==> src/rtl/multicycle_control_if.sv <==
// multicycle_control_if
// Bundles the controller <-> datapath signals of the multicycle machine.
//   master : the control FSM (reads opCode/mem_ready, drives every strobe/select and state)
//   slave  : the datapath side (drives opCode/mem_ready, reads the strobes)
// Parameters: OPW opcode width, STW state width.
interface multicycle_control_if #(
    parameter int unsigned OPW = 6,
    parameter int unsigned STW = 4
);
    logic [OPW-1:0] opCode;
    logic           mem_ready;
    logic           PCWrite;
    logic           PCWriteCond;
    logic           IorD;
    logic           MemRead;
    logic           MemWrite;
    logic           MemtoReg;
    logic           IRWrite;
    logic [1:0]     PCSource;
    logic [1:0]     ALUOp;
    logic [1:0]     ALUSrcB;
    logic           ALUSrcA;
    logic           RegWrite;
    logic           RegDst;
    logic           illegal_op;
    logic [STW-1:0] state;

    modport master (
        input  opCode, mem_ready,
        output PCWrite, PCWriteCond, IorD, MemRead, MemWrite, MemtoReg, IRWrite,
               PCSource, ALUOp, ALUSrcB, ALUSrcA, RegWrite, RegDst, illegal_op, state
    );

    modport slave (
        output opCode, mem_ready,
        input  PCWrite, PCWriteCond, IorD, MemRead, MemWrite, MemtoReg, IRWrite,
               PCSource, ALUOp, ALUSrcB, ALUSrcA, RegWrite, RegDst, illegal_op, state
    );
endinterface

==> src/rtl/multicycle_control.sv <==
// multicycle_control
// Moore control FSM for the multicycle datapath. Decodes the IR opcode and sequences every
// datapath strobe/select; FETCH, MEMRD and MEMWR wait on mem_ready.
// Ports:
//   clk   : rising-edge clock
//   reset : asynchronous active-low reset; while low every strobe is forced to 0, state = FETCH
//   bus   : multicycle_control_if.master (opCode, mem_ready in; strobes, selects, illegal_op,
//           debug state out)
// Configuration: define MULTICYCLE_ADDI_EN to add ADDI (001000) via states ADDIEX(10)/ADDIWB(11);
// otherwise 001000 decodes as illegal.
module multicycle_control #(
    parameter int unsigned OPW = 6,
    parameter int unsigned STW = 4
) (
    input logic                 clk,
    input logic                 reset,
    multicycle_control_if.master bus
);

    localparam logic [OPW-1:0] OpR    = 6'b000000;
    localparam logic [OPW-1:0] OpLw   = 6'b100011;
    localparam logic [OPW-1:0] OpSw   = 6'b101011;
    localparam logic [OPW-1:0] OpBeq  = 6'b000100;
    localparam logic [OPW-1:0] OpJ    = 6'b000010;
`ifdef MULTICYCLE_ADDI_EN
    localparam logic [OPW-1:0] OpAddi = 6'b001000;
`endif

    typedef enum logic [STW-1:0] {
        StFetch   = STW'(0),
        StDecode  = STW'(1),
        StMemAdr  = STW'(2),
        StMemRd   = STW'(3),
        StMemWb   = STW'(4),
        StMemWr   = STW'(5),
        StExec    = STW'(6),
        StRtypeWb = STW'(7),
        StBranch  = STW'(8),
`ifdef MULTICYCLE_ADDI_EN
        StJump    = STW'(9),
        StAddiEx  = STW'(10),
        StAddiWb  = STW'(11)
`else
        StJump    = STW'(9)
`endif
    } state_e;

    state_e state_q, state_d;

    always_ff @(posedge clk or negedge reset) begin
        if (!reset) begin
            state_q <= StFetch;
        end else begin
            state_q <= state_d;
        end
    end

    always_comb begin
        state_d         = state_q;
        bus.PCWrite     = 1'b0;
        bus.PCWriteCond = 1'b0;
        bus.IorD        = 1'b0;
        bus.MemRead     = 1'b0;
        bus.MemWrite    = 1'b0;
        bus.MemtoReg    = 1'b0;
        bus.IRWrite     = 1'b0;
        bus.PCSource    = 2'b00;
        bus.ALUOp       = 2'b00;
        bus.ALUSrcB     = 2'b00;
        bus.ALUSrcA     = 1'b0;
        bus.RegWrite    = 1'b0;
        bus.RegDst      = 1'b0;
        bus.illegal_op  = 1'b0;

        case (state_q)
            StFetch: begin
                bus.MemRead = 1'b1;
                bus.ALUSrcB = 2'b01;
                // IR and PC only load on the cycle the memory actually returns the word
                if (bus.mem_ready) begin
                    bus.IRWrite = 1'b1;
                    bus.PCWrite = 1'b1;
                    state_d     = StDecode;
                end
            end
            StDecode: begin
                bus.ALUSrcB = 2'b11;
                case (bus.opCode)
                    OpLw, OpSw: state_d = StMemAdr;
                    OpR:        state_d = StExec;
                    OpBeq:      state_d = StBranch;
                    OpJ:        state_d = StJump;
`ifdef MULTICYCLE_ADDI_EN
                    OpAddi:     state_d = StAddiEx;
`endif
                    default: begin
                        bus.illegal_op = 1'b1;
                        state_d        = StFetch;
                    end
                endcase
            end
            StMemAdr: begin
                bus.ALUSrcA = 1'b1;
                bus.ALUSrcB = 2'b10;
                if (bus.opCode == OpLw) begin
                    state_d = StMemRd;
                end else if (bus.opCode == OpSw) begin
                    state_d = StMemWr;
                end else begin
                    state_d = StFetch;
                end
            end
            StMemRd: begin
                bus.MemRead = 1'b1;
                bus.IorD    = 1'b1;
                if (bus.mem_ready) state_d = StMemWb;
            end
            StMemWb: begin
                bus.RegWrite = 1'b1;
                bus.MemtoReg = 1'b1;
                state_d      = StFetch;
            end
            StMemWr: begin
                bus.MemWrite = 1'b1;
                bus.IorD     = 1'b1;
                if (bus.mem_ready) state_d = StFetch;
            end
            StExec: begin
                bus.ALUSrcA = 1'b1;
                bus.ALUOp   = 2'b10;
                state_d     = StRtypeWb;
            end
            StRtypeWb: begin
                bus.RegWrite = 1'b1;
                bus.RegDst   = 1'b1;
                state_d      = StFetch;
            end
            StBranch: begin
                bus.ALUSrcA     = 1'b1;
                bus.ALUOp       = 2'b01;
                bus.PCWriteCond = 1'b1;
                bus.PCSource    = 2'b01;
                state_d         = StFetch;
            end
            StJump: begin
                bus.PCWrite  = 1'b1;
                bus.PCSource = 2'b10;
                state_d      = StFetch;
            end
`ifdef MULTICYCLE_ADDI_EN
            StAddiEx: begin
                bus.ALUSrcA = 1'b1;
                bus.ALUSrcB = 2'b10;
                state_d     = StAddiWb;
            end
            StAddiWb: begin
                bus.RegWrite = 1'b1;
                state_d      = StFetch;
            end
`endif
            // unused encodings recover to FETCH without strobing anything
            default: state_d = StFetch;
        endcase

        // strobes drop the moment reset asserts, independent of the clock
        if (!reset) begin
            bus.PCWrite     = 1'b0;
            bus.PCWriteCond = 1'b0;
            bus.IorD        = 1'b0;
            bus.MemRead     = 1'b0;
            bus.MemWrite    = 1'b0;
            bus.MemtoReg    = 1'b0;
            bus.IRWrite     = 1'b0;
            bus.PCSource    = 2'b00;
            bus.ALUOp       = 2'b00;
            bus.ALUSrcB     = 2'b00;
            bus.ALUSrcA     = 1'b0;
            bus.RegWrite    = 1'b0;
            bus.RegDst      = 1'b0;
            bus.illegal_op  = 1'b0;
        end
    end

    assign bus.state = state_q;

endmodule

==> src/flat_wrapper.sv <==
// flat-port wrapper written by rule: the top's interface ports become plain ports
module multicycle_control_flat 
#(
    parameter int unsigned OPW = 6,
    parameter int unsigned STW = 4
)
  (clk, reset, bus_opCode, bus_mem_ready, bus_PCWrite, bus_PCWriteCond, bus_IorD, bus_MemRead, bus_MemWrite, bus_MemtoReg, bus_IRWrite, bus_PCSource, bus_ALUOp, bus_ALUSrcB, bus_ALUSrcA, bus_RegWrite, bus_RegDst, bus_illegal_op, bus_state);
  multicycle_control_if #(.OPW(OPW), .STW(STW)) bus_i ();
  input logic clk;
  input logic reset;
  input wire logic [$bits(bus_i.opCode)-1:0] bus_opCode;
  input wire logic [$bits(bus_i.mem_ready)-1:0] bus_mem_ready;
  output wire logic [$bits(bus_i.PCWrite)-1:0] bus_PCWrite;
  output wire logic [$bits(bus_i.PCWriteCond)-1:0] bus_PCWriteCond;
  output wire logic [$bits(bus_i.IorD)-1:0] bus_IorD;
  output wire logic [$bits(bus_i.MemRead)-1:0] bus_MemRead;
  output wire logic [$bits(bus_i.MemWrite)-1:0] bus_MemWrite;
  output wire logic [$bits(bus_i.MemtoReg)-1:0] bus_MemtoReg;
  output wire logic [$bits(bus_i.IRWrite)-1:0] bus_IRWrite;
  output wire logic [$bits(bus_i.PCSource)-1:0] bus_PCSource;
  output wire logic [$bits(bus_i.ALUOp)-1:0] bus_ALUOp;
  output wire logic [$bits(bus_i.ALUSrcB)-1:0] bus_ALUSrcB;
  output wire logic [$bits(bus_i.ALUSrcA)-1:0] bus_ALUSrcA;
  output wire logic [$bits(bus_i.RegWrite)-1:0] bus_RegWrite;
  output wire logic [$bits(bus_i.RegDst)-1:0] bus_RegDst;
  output wire logic [$bits(bus_i.illegal_op)-1:0] bus_illegal_op;
  output wire logic [$bits(bus_i.state)-1:0] bus_state;
  assign bus_i.opCode = bus_opCode;
  assign bus_i.mem_ready = bus_mem_ready;
  assign bus_PCWrite = bus_i.PCWrite;
  assign bus_PCWriteCond = bus_i.PCWriteCond;
  assign bus_IorD = bus_i.IorD;
  assign bus_MemRead = bus_i.MemRead;
  assign bus_MemWrite = bus_i.MemWrite;
  assign bus_MemtoReg = bus_i.MemtoReg;
  assign bus_IRWrite = bus_i.IRWrite;
  assign bus_PCSource = bus_i.PCSource;
  assign bus_ALUOp = bus_i.ALUOp;
  assign bus_ALUSrcB = bus_i.ALUSrcB;
  assign bus_ALUSrcA = bus_i.ALUSrcA;
  assign bus_RegWrite = bus_i.RegWrite;
  assign bus_RegDst = bus_i.RegDst;
  assign bus_illegal_op = bus_i.illegal_op;
  assign bus_state = bus_i.state;
  multicycle_control #(.OPW(OPW), .STW(STW)) u_core (.clk(clk), .reset(reset), .bus(bus_i));
endmodule
==> config.mk <==
export PLATFORM = sky130hd
export DESIGN_NAME = multicycle_control_flat
export DESIGN_NICKNAME = d
export VERILOG_FILES = /design/src/rtl/multicycle_control_if.sv /design/src/rtl/multicycle_control.sv /design/src/flat_wrapper.sv
export SDC_FILE = /design/constraint.sdc
export NUM_CORES = 1
export LEC_CHECK = 0
export CAP_MARGIN = 0
export CORE_AREA = 2 2 40 42
export DETAILED_ROUTE_END_ITERATION = 12
export DIE_AREA = 0 0 42 44
export GPL_TIMING_DRIVEN = 0
export HOLD_SLACK_MARGIN = 0.15
export PLACE_DENSITY = 0.79
export SYNTH_ARGS = -nofsm -noshare
export SYNTH_HDL_FRONTEND = slang
export SYNTH_SLANG_ARGS = --single-unit
==> constraint.sdc <==
create_clock -name clk -period 3.4 [get_ports clk]
set_input_delay 0.34 -clock clk [delete_from_list [all_inputs] [get_ports clk]]
set_output_delay 0.34 -clock clk [all_outputs]
set_load 0.05 [all_outputs]
==> results.md, run 1 <==
* Max-cap violation count at 0
* Syn_area_per_cell at 6.84 sq um
* Total CTS buffers at 3
* CTS Sinks at 4
* Die W at 42 um
* Actual slew at the worst max-slew pin at 0.506 ns
* Period utilization at 84.2%
* Mapped Cells at 73
* Psw at 210 uW
* Post-Syn Area at roughly 500 sq um
* Post-CTS Setup Repair Bufs at 0
* Fmax at 349 MHz
* Peak supply drop at between 0.0003 and 0.0004 V
* Post-CTS Resized at 0
* #FFs+latches synth at 4
* CTS Buffer Depth at 2
* Crit start category: input pin
* Slowest CP cell: clkdlybuf4s50_1
* Initial Utilization at between 30% and 40%
* Via count at 655
* CTS tree: yes
* Total power per unit cell area at 473 nW/um^2
* Post-synth top area cell: dfrtp_1
* Clock Power Share at 15.8%
* Sw frac at 53.3%
* Logic pwr share at 66.3%
* Worst path most repeated cell: clkdlybuf4s50_1
* Layout net count at 116
* Arr. time, crit path at 2.52 ns
* Hold Violations, Final at 0
* Latest clock arrival within the worst-skew pair at 0.24 ns
* Rows at 14
* Delay-heaviest family, CP: buffers and inverters
* Root buffer cell: clkbuf_4
* Post-synthesis adder-cell area fraction at 0%
* Routed WL at 1500 um
* DPL Wire Length at 1140 um
* Max reg flops at 4
* P_leak at roughly 0.33 nW
* Mux contribution to synthesized area at approximately 2%
* Xor-xnor portion of the synthesized cell area at 3.51%
* Syn_nets at ~80
* Synth cell types at 31
* Final TNS setup at 0 ns
* Ant diodes at 0
* Gr ovfl total at 0
* Worst path cell trace: clkdlybuf4s50_1 -> nand2_1 -> nor4b_2 -> or2_2 -> clkdlybuf4s50_1
* Hold Buf Count CTS at 0
* Total GRT Usage at 17.7%
* Synth top area cells: dfrtp_1 (20%), nor2_1 (11%), nand3_1 (6.0%)
* Post-DR wirelength/cell at between 10 and 15 um
* Post-synthesis compound-gate area fraction at roughly 16%
* Post-synthesis sequential area ratio at 20.1%
* Worst Skew at 0.00106 ns
* Die height at roughly 44 um
* CP Capture Type: output pin
* Max H-tree Level at 1
* RSZ-0062 raised after global routing: no
* Largest family of logic cells by synthesized area: simple AND/OR/NAND/NOR gates
* DRC at 0
* Worst Setup Path Type: in -> out
* Core ar. at about 1400 sq um
* Layout overhead on the synthesized area at 66.9%
* Detailed Routing Iterations Pass 1 at 4
* Post-synthesis simple-gate area fraction at 49.4%
* Crit-path max cell delay at between 0.7 and 0.8 ns
* GP Congestion at 0.873
* Internal at 184 uW
* Routed Antenna Nets at 0
* Crit-path max FO at 9
* Outcome: complete, no violations
* Number of global-route vias before repair at 574
* Max-slew violations at 0
* Port bufs at 29
* DIE AREA at 1850 sq um
* Max-Slew Margin vs Limit at 66.2%
* Initial antenna violation count at 0
* CP bufs+invs at 2
* I/O Pins at 30
* Via-to-Cell Ratio at around 5.4
* Initial detailed-routing violation count at 22
* Worst hold margin at 0.390 ns
* Reg power frac at 17.9%
* Reg-to-reg setup timing slack at approximately 2.0 ns
* Final Setup Violations at 0
* Min Clock Period, post-route at 2.86 ns
* Hold crit path type: in -> async
* Share of the synthesized area in the top cell type at between 20% and 30%
* Largest net degree at the start of global routing at 11
* Global-route wire length before repair at 2410 um
* Clock transition at path regs at approximately 0.04 ns
* Critical Path RT at 3.06 ns
* Post-layout util at 58.7%
* Yosys Warn Count at 0
* Proportion of layout cells with a drive suffix above 1 at 10.5%
[cells by family (layout without fill, tap and decap cells)]
kind of cell	after synthesis	after routing
AND/OR/NAND/NOR	45	45
AO/OA/AOI/OAI	13	13
buffers and inverters	8	40
flip-flops	4	4
XOR/XNOR	2	2
multiplexers	1	1
[through the flow]
step	power [mW]	cells	setup WS, ns	instance area (sq um)
after floorplan	0.246	73	0.270	500
after global placement	0.331	118	0.555	811
after detailed placement	0.332	118	0.531	811
after CTS	0.398	121	0.544	833
after global routing	0.421	121	0.432	833
final	0.395	121	0.538	833
[synthesized netlist by cell type]
cell / count
nor3_2: 1
nor3_1: 5
o41ai_1: 1
mux2i_1: 1
nor2_1: 14
nand2b_1: 4
or2_2: 1
nand3b_1: 1
buf_6: 1
nor4_1: 1
nor4b_1: 2
a21oi_1: 4
nand2_1: 5
nor4b_2: 1
or3_4: 1
nand3_1: 6
dfrtp_1: 4
buf_4: 1
xor2_1: 1
o31ai_1: 2
a2111oi_0: 1
clkbuf_1: 1
o211ai_1: 1
xnor2_1: 1
nor2b_1: 1
buf_2: 2
nand4b_1: 1
inv_1: 3
o21ai_0: 3
and3_1: 1
a31oi_1: 1
[area by class of cell]
class                      count  area, sq um
buffer                         5         32.5
clock buffer                   3         22.5
fill                         139          586
inverter                       3         11.3
multi-input combinational     61          357
sequential                     4          100
tap                           16         20.0
timing repair buffer          29          290
[path summary, 6_finish.rpt]
| path | startpoint | end | cells past startpoint |
|---|---|---|---|
| worst min-delay path | reset | u_core.bus.state[1] | 1 |
| max in group asynchronous | reset | u_core.bus.state[0] | 1 |
| worst max register to register | u_core.bus.state[0] | u_core.bus.state[0] | 4 |
| worst min register to register | u_core.bus.state[3] | u_core.bus.state[3] | 2 |
| worst max-delay path | reset | bus_PCWrite | 5 |
| min in group clk | u_core.bus.state[3] | u_core.bus.state[3] | 2 |
[worst reg2reg max path, cell delays in order (launching register included)]
cell      delay [ns]
dfrtp_1         0.47
clkbuf_1        0.37
o21ai_0         0.17
a31oi_1         0.17
nor4_1          0.08
[layout by cell type (no fill, tap or decap)]
cell type,netlist,routed
nor4b_1,2,2
clkbuf_1,1,1
o21ai_0,3,3
nor4_1,1,1
mux2i_1,1,1
inv_1,3,3
nor3_2,1,1
a21oi_1,4,4
nor4b_2,1,1
dfrtp_1,4,4
o41ai_1,1,1
nor2_1,14,14
nand4b_1,1,1
a31oi_1,1,1
o31ai_1,2,2
xnor2_1,1,1
xor2_1,1,1
and3_1,1,1
o211ai_1,1,1
buf_6,1,1
or2_2,1,1
or3_4,1,1
nand2_1,5,5
nor3_1,5,5
nor2b_1,1,1
nand3b_1,1,1
buf_2,2,2
clkbuf_4,0,3
buf_4,1,1
clkdlybuf4s50_1,0,29
nand2b_1,4,4
a2111oi_1,0,1
nand3_1,6,6
[routing by layer]
layer / track usage [%] / vias up / wire, um
li1: - / 324 / -
met1: 21.2 / 291 / 616
met2: 28.4 / 36 / 734
met3: 6.67 / 4 / 119
met4: 7.74 / 0 / 25
met5: 0 / - / 0
[power by group through the flow]
stage	registers [mW]	logic, mW	clock network [mW]
after global placement	0.0708	0.260	0
after detailed placement	0.0702	0.262	0
after floorplan	0.0932	0.152	0
after global routing	0.0720	0.279	0.0695
after CTS	0.0696	0.262	0.0659
final	0.0707	0.262	0.0622
Power figures use the tool's default switching activity.
==> run 2, diff against run 1 <==
--- a/config.mk
+++ b/config.mk
@@ -6,12 +6,12 @@
 export NUM_CORES = 1
 export LEC_CHECK = 0
 export CAP_MARGIN = 0
-export CORE_AREA = 2 2 40 42
+export CORE_AREA = 2 2 41 43
 export DETAILED_ROUTE_END_ITERATION = 12
-export DIE_AREA = 0 0 42 44
+export DIE_AREA = 0 0 43 45
 export GPL_TIMING_DRIVEN = 0
 export HOLD_SLACK_MARGIN = 0.15
-export PLACE_DENSITY = 0.79
+export PLACE_DENSITY = 0.76
 export SYNTH_ARGS = -nofsm -noshare
 export SYNTH_HDL_FRONTEND = slang
 export SYNTH_SLANG_ARGS = --single-unit
==> constraint.sdc (replaced) <==
create_clock -name clk -period 2.7 [get_ports clk]
set_input_delay 0.27 -clock clk [delete_from_list [all_inputs] [get_ports clk]]
set_output_delay 0.27 -clock clk [all_outputs]
set_load 0.05 [all_outputs]
==> results.md, run 2 (synthesized netlist as in run 1, its figures left out) <==
* Outcome: complete, no violations (unchanged)
* Hold crit path type: in -> async (unchanged)
* I/O Pins at 30 (unchanged)
* Post-CTS Setup Repair Bufs at 0 (unchanged)
* Die W at 43 um (was 42 um)
* Initial antenna violation count at 0 (unchanged)
* CTS Sinks at 4 (unchanged)
* R2R cell count at 4 (unchanged)
* Max reg flops at 4 (unchanged)
* Final Setup Violations at 0 (unchanged)
* Worst Setup Path Type: in -> out (unchanged)
* GP Congestion at 0.880 (was 0.873)
* Rows at 14 (unchanged)
* Crit start category: input pin (unchanged)
* Die height at 45 um (was 44 um)
* Global-route wire length before repair at 2570 um (was 2410 um)
* Clock transition at path regs at 0.04 ns (about the same)
* Post-DR wirelength/cell at 13.1 um (was 12.4 um)
* Total CTS buffers at 3 (unchanged)
* Root buffer cell: clkbuf_4 (unchanged)
* Fill cell count at 150 (was 139)
* Sequential cell area at 100 sq um (unchanged)
* Max-slew violations at 0 (unchanged)
* Initial detailed-routing violation count at 10 (was 22)
* Fmax at 397 MHz
* RSZ-0062 raised after global routing: no (unchanged)
* Latest clock arrival within the worst-skew pair at 0.23 ns (was 0.24 ns)
* Critical Path RT at 2.43 ns (was 3.06 ns)
* Proportion of layout cells with a drive suffix above 1 at 11.4% (was 10.5%)
* Actual slew at the worst max-slew pin at 0.509 ns (was 0.506 ns)
* P_leak at 0.385 nW (was 0.326 nW)
* Detailed Routing Iterations Pass 1 at 4 (unchanged)
* Total power per unit cell area at 585 nW/um^2 (was 473 nW/um^2)
* Port bufs at 29 (unchanged)
* Post-layout util at 58.0% (was 58.7%)
* Multi-input gate area at 370 sq um (was 357 sq um)
* Peak supply drop at 0.000339 V (was 0.000353 V)
* Min Clock Period, post-route at 2.52 ns
* Initial Utilization at 33.9% (was 35.2%)
* Hold Buf Count CTS at 0 (unchanged)
* Layout net count at 116 (unchanged)
* CTS Buffer Depth at 2 (unchanged)
* Number of global-route vias before repair at 597 (was 574)
* CTS tree: yes (unchanged)
* Worst Skew at 0.00147 ns (was 0.00106 ns)
* Routed Antenna Nets at 0 (unchanged)
* Commonest non-fill, non-tap cells in the layout: clkdlybuf4s50_1 (25), nor2_1 (14), nand3_1 (6), nor3_1 (5), nand2_1 (5) (was clkdlybuf4s50_1 (29), nor2_1 (14), nand3_1 (6), nor3_1 (5), nand2_1 (5))
* Hold Violations, Final at 0 (unchanged)
* Final Total Pwr at 499 uW (was 395 uW)
* Arr. time, crit path at 2.25 ns (was 2.52 ns)
* Period utilization at 93.2%
* Max H-tree Level at 1 (unchanged)
* CP Capture Type: output pin (unchanged)
* Via count at 644 (was 655)
* Ant diodes at 0 (unchanged)
* Post-Place Cells at 118 (unchanged)
* Crit-path max FO at 9 (unchanged)
* Dpl ws at -0.0337 ns (was 0.531 ns)
* Leading cell type in the layout, fill and taps excluded: clkdlybuf4s50_1 (unchanged)
* DPL Wire Length at 1210 um (was 1140 um)
* Max-cap violation count at 0 (unchanged)
* Via-to-Cell Ratio at 5.32 (was 5.41)
* Core ar. at 1470 sq um (was 1420 sq um)
* Layout overhead on the synthesized area at 70.9% (was 66.9%)
* Total GRT Usage at 17.9% (was 17.7%)
* Largest net degree at the start of global routing at 11 (unchanged)
* DRC at 0 (unchanged)
* Worst setup margin at 0.184 ns (was 0.538 ns)
* DIE AREA at 1940 sq um (was 1850 sq um)
* Layout Cells excl Fill at 121 (unchanged)
* Routed WL at 1580 um (was 1500 um)
* Gr ovfl total at 0 (unchanged)
* Max-Slew Margin vs Limit at 66.0% (was 66.2%)
* Final TNS setup at 0 ns (unchanged)
run 2: cell count changes in the layout (fill, tap and decap cells not counted):
cell / previous run / this run
dlymetal6s2s_1: 0 / 3
nor4b_2: 1 / 0
nor4b_4: 0 / 1
a2111oi_1: 1 / 0
a2111oi_2: 0 / 1
clkdlybuf4s50_1: 29 / 25
dlygate4sd2_1: 0 / 1
run 2: worst max-delay path: stages:
cell	delay, ns
clkdlybuf4s50_1	0.69
nand2_1	0.27
a21oi_1	0.18
clkdlybuf4s50_1	0.83
run 2: cell type report:
class / instances / share of cell area [%]
clock buffers: 3 / 2.64
inverters: 3 / 1.32
multi-input cells: 61 / 43.4
plain buffers: 5 / 3.81
repair buffers: 29 / 34.8
flip-flops and latches: 4 / 11.7
well taps: 16 / 2.35
run 2: layer usage:
layer | vias to the layer above | routed length [um] | track usage, %
met5 | - | 0 | 0
met4 | 0 | 8 | 6.67
met3 | 2 | 107 | 5.20
met2 | 26 | 795 | 30.3
met1 | 286 | 668 | 21.9
li1 | 330 | - | -
run 2: repair_timing:
action | in CTS | in global routing
pin swaps | 0 | 0
setup endpoints to repair | 1 | 3
hold endpoints to repair | 0 | 0
cloned | 0 | 0
gates resized for setup | 1 | 3
run 2: stage by stage:
stage               hold slack (ns)  area, sq um
floorplan                   -0.0256          514
global placement              0.558          825
detailed placement            0.565          825
CTS                           0.314          846
global route                  0.329          853
finish                        0.320          853
run 2: power by group:
part,internal (mW),switching (mW)
clock,0.0499,0.0262
combinational,0.113,0.220
sequential,0.0698,0.0204
run 2: path summary, 6_finish.rpt:
check	startpoint	to	slack (ns)
max	reset	bus_ALUSrcB[1]	0.18
min	reset	u_core.bus.state[3]	0.32
max in group asynchronous	reset	u_core.bus.state[1]	2.11
min reg2reg	u_core.bus.state[3]	u_core.bus.state[3]	0.59
max reg2reg	u_core.bus.state[0]	u_core.bus.state[0]	1.29
min in group clk	u_core.bus.state[3]	u_core.bus.state[3]	0.59
